<file path="config.mk">
export PLATFORM = sky130hd
export DESIGN_NAME = demux_dist_9_1
export DESIGN_NICKNAME = d
export VERILOG_FILES = /design/src/rtl/demux_dist_9_1.sv
export SDC_FILE = /design/constraint.sdc
export NUM_CORES = 1
export LEC_CHECK = 0
export CORE_MARGIN = 4
export CORE_UTILIZATION = 47
export CTS_CLUSTER_DIAMETER = 40
export DETAILED_ROUTE_END_ITERATION = 16
export PLACE_DENSITY_LB_ADDON = 0.05
export SYNTH_ARGS = -nofsm -noshare
export SYNTH_HDL_FRONTEND = slang
export SYNTH_SLANG_ARGS = --single-unit
</file>
<file path="constraint.sdc">
create_clock -name clk -period 2.7 [get_ports clk]
set_input_delay 0.54 -clock clk [delete_from_list [all_inputs] [get_ports clk]]
set_output_delay 0.54 -clock clk [all_outputs]
set_load 0.01 [all_outputs]
</file>
<file path="src/rtl/demux_dist_9_1.sv">
// Registered 1-to-N stream distributor: each accepted word is steered by in_sel into a per-lane holding register.
// Optional DEMUX_DIST_DROP_CNT_EN adds a saturating 8-bit drop_count for out-of-range selects.
module demux_dist_9_1 #(
  parameter int N = 9,
  parameter int W = 1,
  localparam int SW = (N > 1) ? $clog2(N) : 1
) (
  input  logic            clk,
  input  logic            rst,
  input  logic [W-1:0]    in_data,
  input  logic [SW-1:0]   in_sel,
  input  logic            in_valid,
  output logic            in_ready,
  output logic [N*W-1:0]  out_data,
  output logic [N-1:0]    out_valid,
  input  logic [N-1:0]    out_ready,
  output logic            drop_pulse
`ifdef DEMUX_DIST_DROP_CNT_EN
  ,
  output logic [7:0]      drop_count
`endif
);

  typedef enum logic {EMPTY = 1'b0, FULL = 1'b1} lane_st_t;

  localparam logic [SW:0] SEL_LIM = (SW + 1)'(N);

  lane_st_t       r_st     [N];
  lane_st_t       w_st_nxt [N];
  logic [N*W-1:0] r_data;
  logic [N-1:0]   w_load;
  logic           r_drop;
  logic           w_in_range;
  logic           w_accept;
`ifdef DEMUX_DIST_DROP_CNT_EN
  logic [7:0]     r_drop_cnt;
`endif

  always_comb begin
    w_in_range = ({1'b0, in_sel} < SEL_LIM);
    in_ready   = 1'b1;
    if (w_in_range) in_ready = (r_st[in_sel] == EMPTY) | out_ready[in_sel];
    w_accept   = in_valid & in_ready;
  end

  // A load wins over a drain on the same lane, so a draining lane refills without a bubble.
  always_comb begin
    w_load = '0;
    for (int unsigned k = 0; k < N; k++) begin
      w_load[k]   = w_accept & w_in_range & (in_sel == SW'(k));
      w_st_nxt[k] = r_st[k];
      if (w_load[k])                              w_st_nxt[k] = FULL;
      else if ((r_st[k] == FULL) && out_ready[k]) w_st_nxt[k] = EMPTY;
    end
  end

  always_ff @(posedge clk or posedge rst) begin
    if (rst) begin
      for (int unsigned k = 0; k < N; k++) r_st[k] <= EMPTY;
      r_data <= '0;
      r_drop <= 1'b0;
    end else begin
      for (int unsigned k = 0; k < N; k++) begin
        r_st[k] <= w_st_nxt[k];
        if (w_load[k]) r_data[k*W +: W] <= in_data;
      end
      r_drop <= w_accept & ~w_in_range;
    end
  end

`ifdef DEMUX_DIST_DROP_CNT_EN
  always_ff @(posedge clk or posedge rst) begin
    if (rst)                                             r_drop_cnt <= '0;
    else if (w_accept && !w_in_range && r_drop_cnt != '1) r_drop_cnt <= r_drop_cnt + 8'd1;
  end

  assign drop_count = r_drop_cnt;
`endif

  always_comb begin
    out_valid = '0;
    for (int unsigned k = 0; k < N; k++) out_valid[k] = (r_st[k] == FULL);
  end

  assign out_data   = r_data;
  assign drop_pulse = r_drop;

endmodule

</file>
==> results of run 1 <==
-- placed cells by master, fill, tap and decap left out, types with 2 or more instances in the layout --
master	count
buf_6	2
mux2_1	4
nor2_1	8
inv_1	10
o22ai_1	2
o211ai_1	2
mux2_2	5
nand3_1	2
o22ai_2	3
dfrtp_1	19
buf_4	20
clkbuf_4	3
a211oi_1	2
a211o_1	2
o21ai_1	4
dlymetal6s2s_1	2
nand3b_1	2
mux2i_1	5
mux2_4	2
o21ai_0	7
clkdlybuf4s50_1	32
-- cell families after synthesis --
family          Yosys count  synth area share
compound gates           25            0.1513
mux                      17            0.1852
flops                    19            0.4601
simple gates             23            0.1368
buf+inv                  13           0.06658
-- worst max-delay path, delay by kind of cell --
family | cells | cell delay, ns
compound gates | 1 | 0.08
simple gates | 2 | 0.68
buf+inv | 3 | 0.81
-- stage by stage --
stage          utilization  total power, mW
3_5_place_dp        0.7649           0.5982
2_1_floorplan            -           0.4514
3_3_place_gp        0.7649           0.5941
5_1_grt             0.8100           0.7902
4_1_cts             0.7964           0.7572
6_report            0.8100           0.7500
-- path summary, 6_finish.rpt --
path                       cells past startpoint         start  slack, ns            to
max                                            6     in_sel[2]       0.04      in_ready
min in group asynchronous                      2           rst       0.66   out_data[4]
max reg2reg                                    6  out_valid[4]       0.63   out_data[4]
max in group asynchronous                      2           rst       1.56  out_valid[8]
min                                            1   out_data[7]       0.51   out_data[7]
min reg2reg                                    1   out_data[7]       0.51   out_data[7]
-- sequential cells by signal (all words and copies together) (netlist names) --
| signal | flops |
|---|---|
| out_data | 9 |
| out_valid | 9 |
| drop_pulse | 1 |
-- final cells by class --
class / count / area, um2 / share of cell area
Tap cell: 27 / 33.78 / 0.02063
Sequential cell: 19 / 475.5 / 0.2903
Multi-Input combinational cell: 65 / 533.0 / 0.3254
Clock buffer: 4 / 26.28 / 0.01604
Inverter: 10 / 37.54 / 0.02292
Timing Repair Buffer: 58 / 531.8 / 0.3247
-- routing by layer --
metal	vias to the layer above	GRT usage	share of wire
met2	34	0.3661	0.48
met1	461	0.2749	0.43
met4	0	0.08502	0.023
met3	7	0.02949	0.064
li1	472	-	-
met5	-	0	0
-- power by group through the flow --
stage	Clock, mW	Sequential [mW]	Combinational [mW]
4_1_cts	0.157	0.350	0.251
6_report	0.148	0.349	0.252
2_1_floorplan	0	0.373	0.0779
3_5_place_dp	0	0.355	0.243
3_3_place_gp	0	0.353	0.241
5_1_grt	0.164	0.355	0.272
-- what timing repair did --
| action | 4_1_cts | 5_1_grt |
|---|---|---|
| gates resized for setup | 15 | 6 |
| setup buffers | 0 | 2 |
| setup endpoints to repair | 3 | 5 |
| pin swaps | 2 | 5 |
==> metrics.txt, run 1 <==
status completed; pin count of the biggest net entering global routing 20; arrival time worst endpoint about 2.1 ns; Post-synth EDFFs 0; Int Pwr roughly 0.54 mW; Rel. slew slack 0.4861; ys flop type dfrtp_1; FP Rows 16; Clock transition at path regs about 0.11 ns; Slew @ Worst Pin between 0.7 and 0.8 ns; CP endpoint kind output port; RePlAce Congestion ~0.85; worst hold margin 0.5072 ns; CTS Root Cell clkbuf_4; vias in the first global route 1001; DR WL/cell 15.49 um; layout cell share with drive strength beyond 1 0.2885; Final Hold Fails 0; die extent in x 54.89 um; synth warn 0; clock power share 0.198; Iteration-0 DRC Markers 16; DR vias a little under 1000; critical path startpoint category input pin; clk_lat worst skew between 0.3 and 0.4 ns; cts hold-fix bufs 0; DP Cell Count ~180; Nets 174; # IOs 37; critical-path cell list clkdlybuf4s50_1 -> buf_4 -> or4b_4 -> nor2_2 -> o22ai_2 -> buf_2; H-tree Lvls 1; sw frac 0.2814; final WL between 2000 and 3000 um; n_diodes 0; crit-path max cell delay 0.56 ns; hpwl dp between 2000 and 2500 um; Hold Crit Class reg2reg; CP Class in2out; post-synth net total about 110; Setup Skew 0.004292 ns; post-route setup slack ~0.044 ns; period utilisation layout 0.9839; distinct cell type count after synthesis 29; first-pass GRT wire length about 4500 um; initial cell density of the core 0.5111; Required @ worst endpoint roughly 2.2 ns; Setup TNS 0 ns; Max Cap Viol 0; final setup vio count 0; Tmin final 2.656 ns; ANT nets after route 0; Reg power frac 0.466; Yosys top cell area share 0.4600; Synth top cells by count dfrtp_1, inv_1, nor2_1, o21ai_0, mux2i_1; DRC viols 0; Crit-path slowest cell or4b_4; die area between 3000 and 4000 um2; Num CTS Buffers 3; PwrDens 457.9 nW/um2; Comb power frac 0.336; Fmax between 300 and 400 MHz; total grt overflow 0; Total GRT Usage 0.2154; cell taking the most area after synthesis dfrtp_1; Die Y between 50 and 60 um; IO buf count 36; maximum vdd ir drop around 0.00052 V; Design Area, Final ~1600 um2; fin cells roughly 180; Mapped Cells 97; Final Max Tran Viols 0; cell with the most instances after synthesis dfrtp_1; Area contributors post-synth dfrtp_1, mux2i_1, mux2_2, mux2_1, o21ai_0; Async SR Flop Fraction 1.000; # fillers 142; Leakage ~0.73 nW; synthesized area approximately 1000 um2; Initial DRT Pass Iterations 4; via/cell ratio between 5 and 6; Mapped Avg Cell Area 10.65 um2; flip-flop and latch count after synthesis 19; worst slack at placement -0.4379 ns; Clock Sink Count 19; register area share after synthesis 0.4600; initial antenna violation count 0; CP Max Fanout 6; NetSw between 0.2 and 0.25 mW; core area just over 2000 um2; Area Overhead vs Synth 58.47%; Area after DPL ~1500 um2; CTS tree done; CTS max path bufs 2
Note: power is estimated with default switching activity, not from simulation.
==> run 2: changes to the inputs <==
Settings changed: ABC_CLOCK_PERIOD_IN_PS set to 2700, REMOVE_ABC_BUFFERS set to 1.
==> run 2 against run 1 <==
Against the previous run: largest power group unchanged; die area stayed put; sequential power barely moved; core utilization shrank 2.3 points; critical endpoint unchanged; fmax fell by 1.7%; the run now ends with negative setup slack left; critical path depth grew 1.
==> metrics.txt, run 2 (synthesis gave the netlist of run 1 again) <==
vias in the first global route just under 1000; FP Rows 16; Area Overhead vs Synth 54.00%; NetSw 0.2127 mW; Tmin final 2.701 ns; period utilisation layout 1.000; arrival time worst endpoint 2.16 ns; PwrDens about 470 nW/um2; worst r2r src out_valid[1]; CP Max Fanout 8; die area 3013 um2; CP Class in2out; Int Pwr around 0.54 mW; Iteration-0 DRC Markers 15; DP Cell Count ~170; Max Cap Viol 0; Crit path depth 7; worst slack at placement -0.3961 ns; Slew @ Worst Pin about 0.72 ns; initial cell density of the core 0.5111; DRC viols 0; Final Core Density 0.7871; RePlAce Congestion 0.9070; crit-path leading delay family buffers and inverters; Required @ worst endpoint between 2 and 2.5 ns; worst r2r path cells 6; CP endpoint kind output port; Clock Sink Count 19; Fmax ~370 MHz; crit-path max cell delay roughly 0.53 ns; # IOs 37; Setup Skew roughly 0.0087 ns; Total GRT Usage 0.2131; CTS tree done; pin count of the biggest net entering global routing 20; CTS max path bufs 2; first-pass GRT wire length ~4600 um; status complete, but fails checks; n_diodes 0; post-route setup slack -0.001172 ns; Initial DRT Pass Iterations 4; ANT nets after route 0; Bufs and invs on worst path 4; final WL between 2000 and 3000 um; worst hold margin ~0.5 ns; critical path startpoint category input pin; DR vias 980; HP Start out_data[4]; sw frac 0.2839; Reg power frac 0.466; RSZ-0062 raised after global routing yes; critical path launch point in_sel[0]; final setup vio count 1; clk_lat worst skew approximately 0.31 ns; core area 2022 um2; Design Area, Final 1592 um2; die extent in x ~55 um; Setup TNS -0.001172 ns; hold-critical path depth 1; total power about 0.75 mW; # fillers roughly 140; critical-path cell list clkdlybuf4s50_1 -> buf_6 -> buf_4 -> or4b_4 -> nor2_1 -> o22ai_2 -> buf_2; Area after DPL roughly 1500 um2; via/cell ratio about 5.5; CTS Root Cell clkbuf_4; Final Hold Fails 0; H-tree Lvls 1; IO buf count 36; Final Max Tran Viols 0; Comb power frac 0.336; maximum vdd ir drop approximately 0.00044 V; most common cell after layout, fill and taps aside clkdlybuf4s50_1; hpwl dp around 2200 um; Hold Crit Class reg2reg; failing checks negative setup slack; Num CTS Buffers 3; Crit-path slowest cell or4b_4; Rel. slew slack 0.5188; clock power share 0.198; DR WL/cell 16.11 um; fin cells 179; total grt overflow 0; Clock transition at path regs about 0.11 ns; Nets 170; initial antenna violation count 0; layout cell share with drive strength beyond 1 0.2566; commonest cells after routing, fill and taps aside clkdlybuf4s50_1, dfrtp_1, buf_4; Leakage 0.7097 nW; Die Y 54.89 um
-- run 2: changes by cell type in the layout (fill, tap and decap cells not counted), sizes merged --
cell and delta:
dlygate4sd2 -1, clkdlybuf4s50 +1, buf -4
-- run 2: final cells by class --
| type | instances | area [um2] | share of cell area |
|---|---|---|---|
| sequential | 19 | 475.5 | 0.2987 |
| clock buffer | 4 | 26.28 | 0.01651 |
| multi-input combinational | 65 | 519.2 | 0.3263 |
| inverter | 10 | 37.54 | 0.02358 |
| tap | 27 | 33.78 | 0.02123 |
| timing repair buffer | 54 | 499.2 | 0.3137 |
-- run 2: final timing paths --
| check | end | slack [ns] |
|---|---|---|
| setup reg to reg | out_data[7] | 0.64 |
| hold reg to reg | out_data[4] | 0.51 |
| hold / removal | out_data[4] | 0.51 |
| setup / recovery | in_ready | -0.001 |
| max in group asynchronous | out_valid[5] | 1.60 |
| min in group asynchronous | out_data[1] | 0.63 |
-- run 2: layer usage --
metal / GRT usage / share of wire / up-vias
li1: - / - / 460
met1: 0.2917 / 0.43 / 483
met2: 0.3406 / 0.50 / 32
met3: 0.03753 / 0.059 / 5
met4: 0.06883 / 0.012 / 0
met5: 0 / 0 / -
-- run 2: power groups by stage --
stage | sequential, mW | clock [mW] | combinational (mW)
2_1_floorplan | 0.373 | 0 | 0.0707
3_3_place_gp | 0.352 | 0 | 0.240
3_5_place_dp | 0.355 | 0 | 0.245
4_1_cts | 0.349 | 0.149 | 0.249
5_1_grt | 0.354 | 0.161 | 0.271
6_report | 0.349 | 0.149 | 0.252
-- run 2: repair_timing --
item,in CTS,in global routing
setup endpoints to repair,4,4
pin swaps,4,1
hold buffers,0,0
resized for setup,7,9
buffers inserted,0,1
endpoints found under the hold margin,0,0
==> run 3: changes to the inputs <==
Settings changed: ABC_CLOCK_PERIOD_IN_PS 2700 to not set.
==> results of run 3 <==
The final DEF is identical to that of run 2; final timing and power are the same.
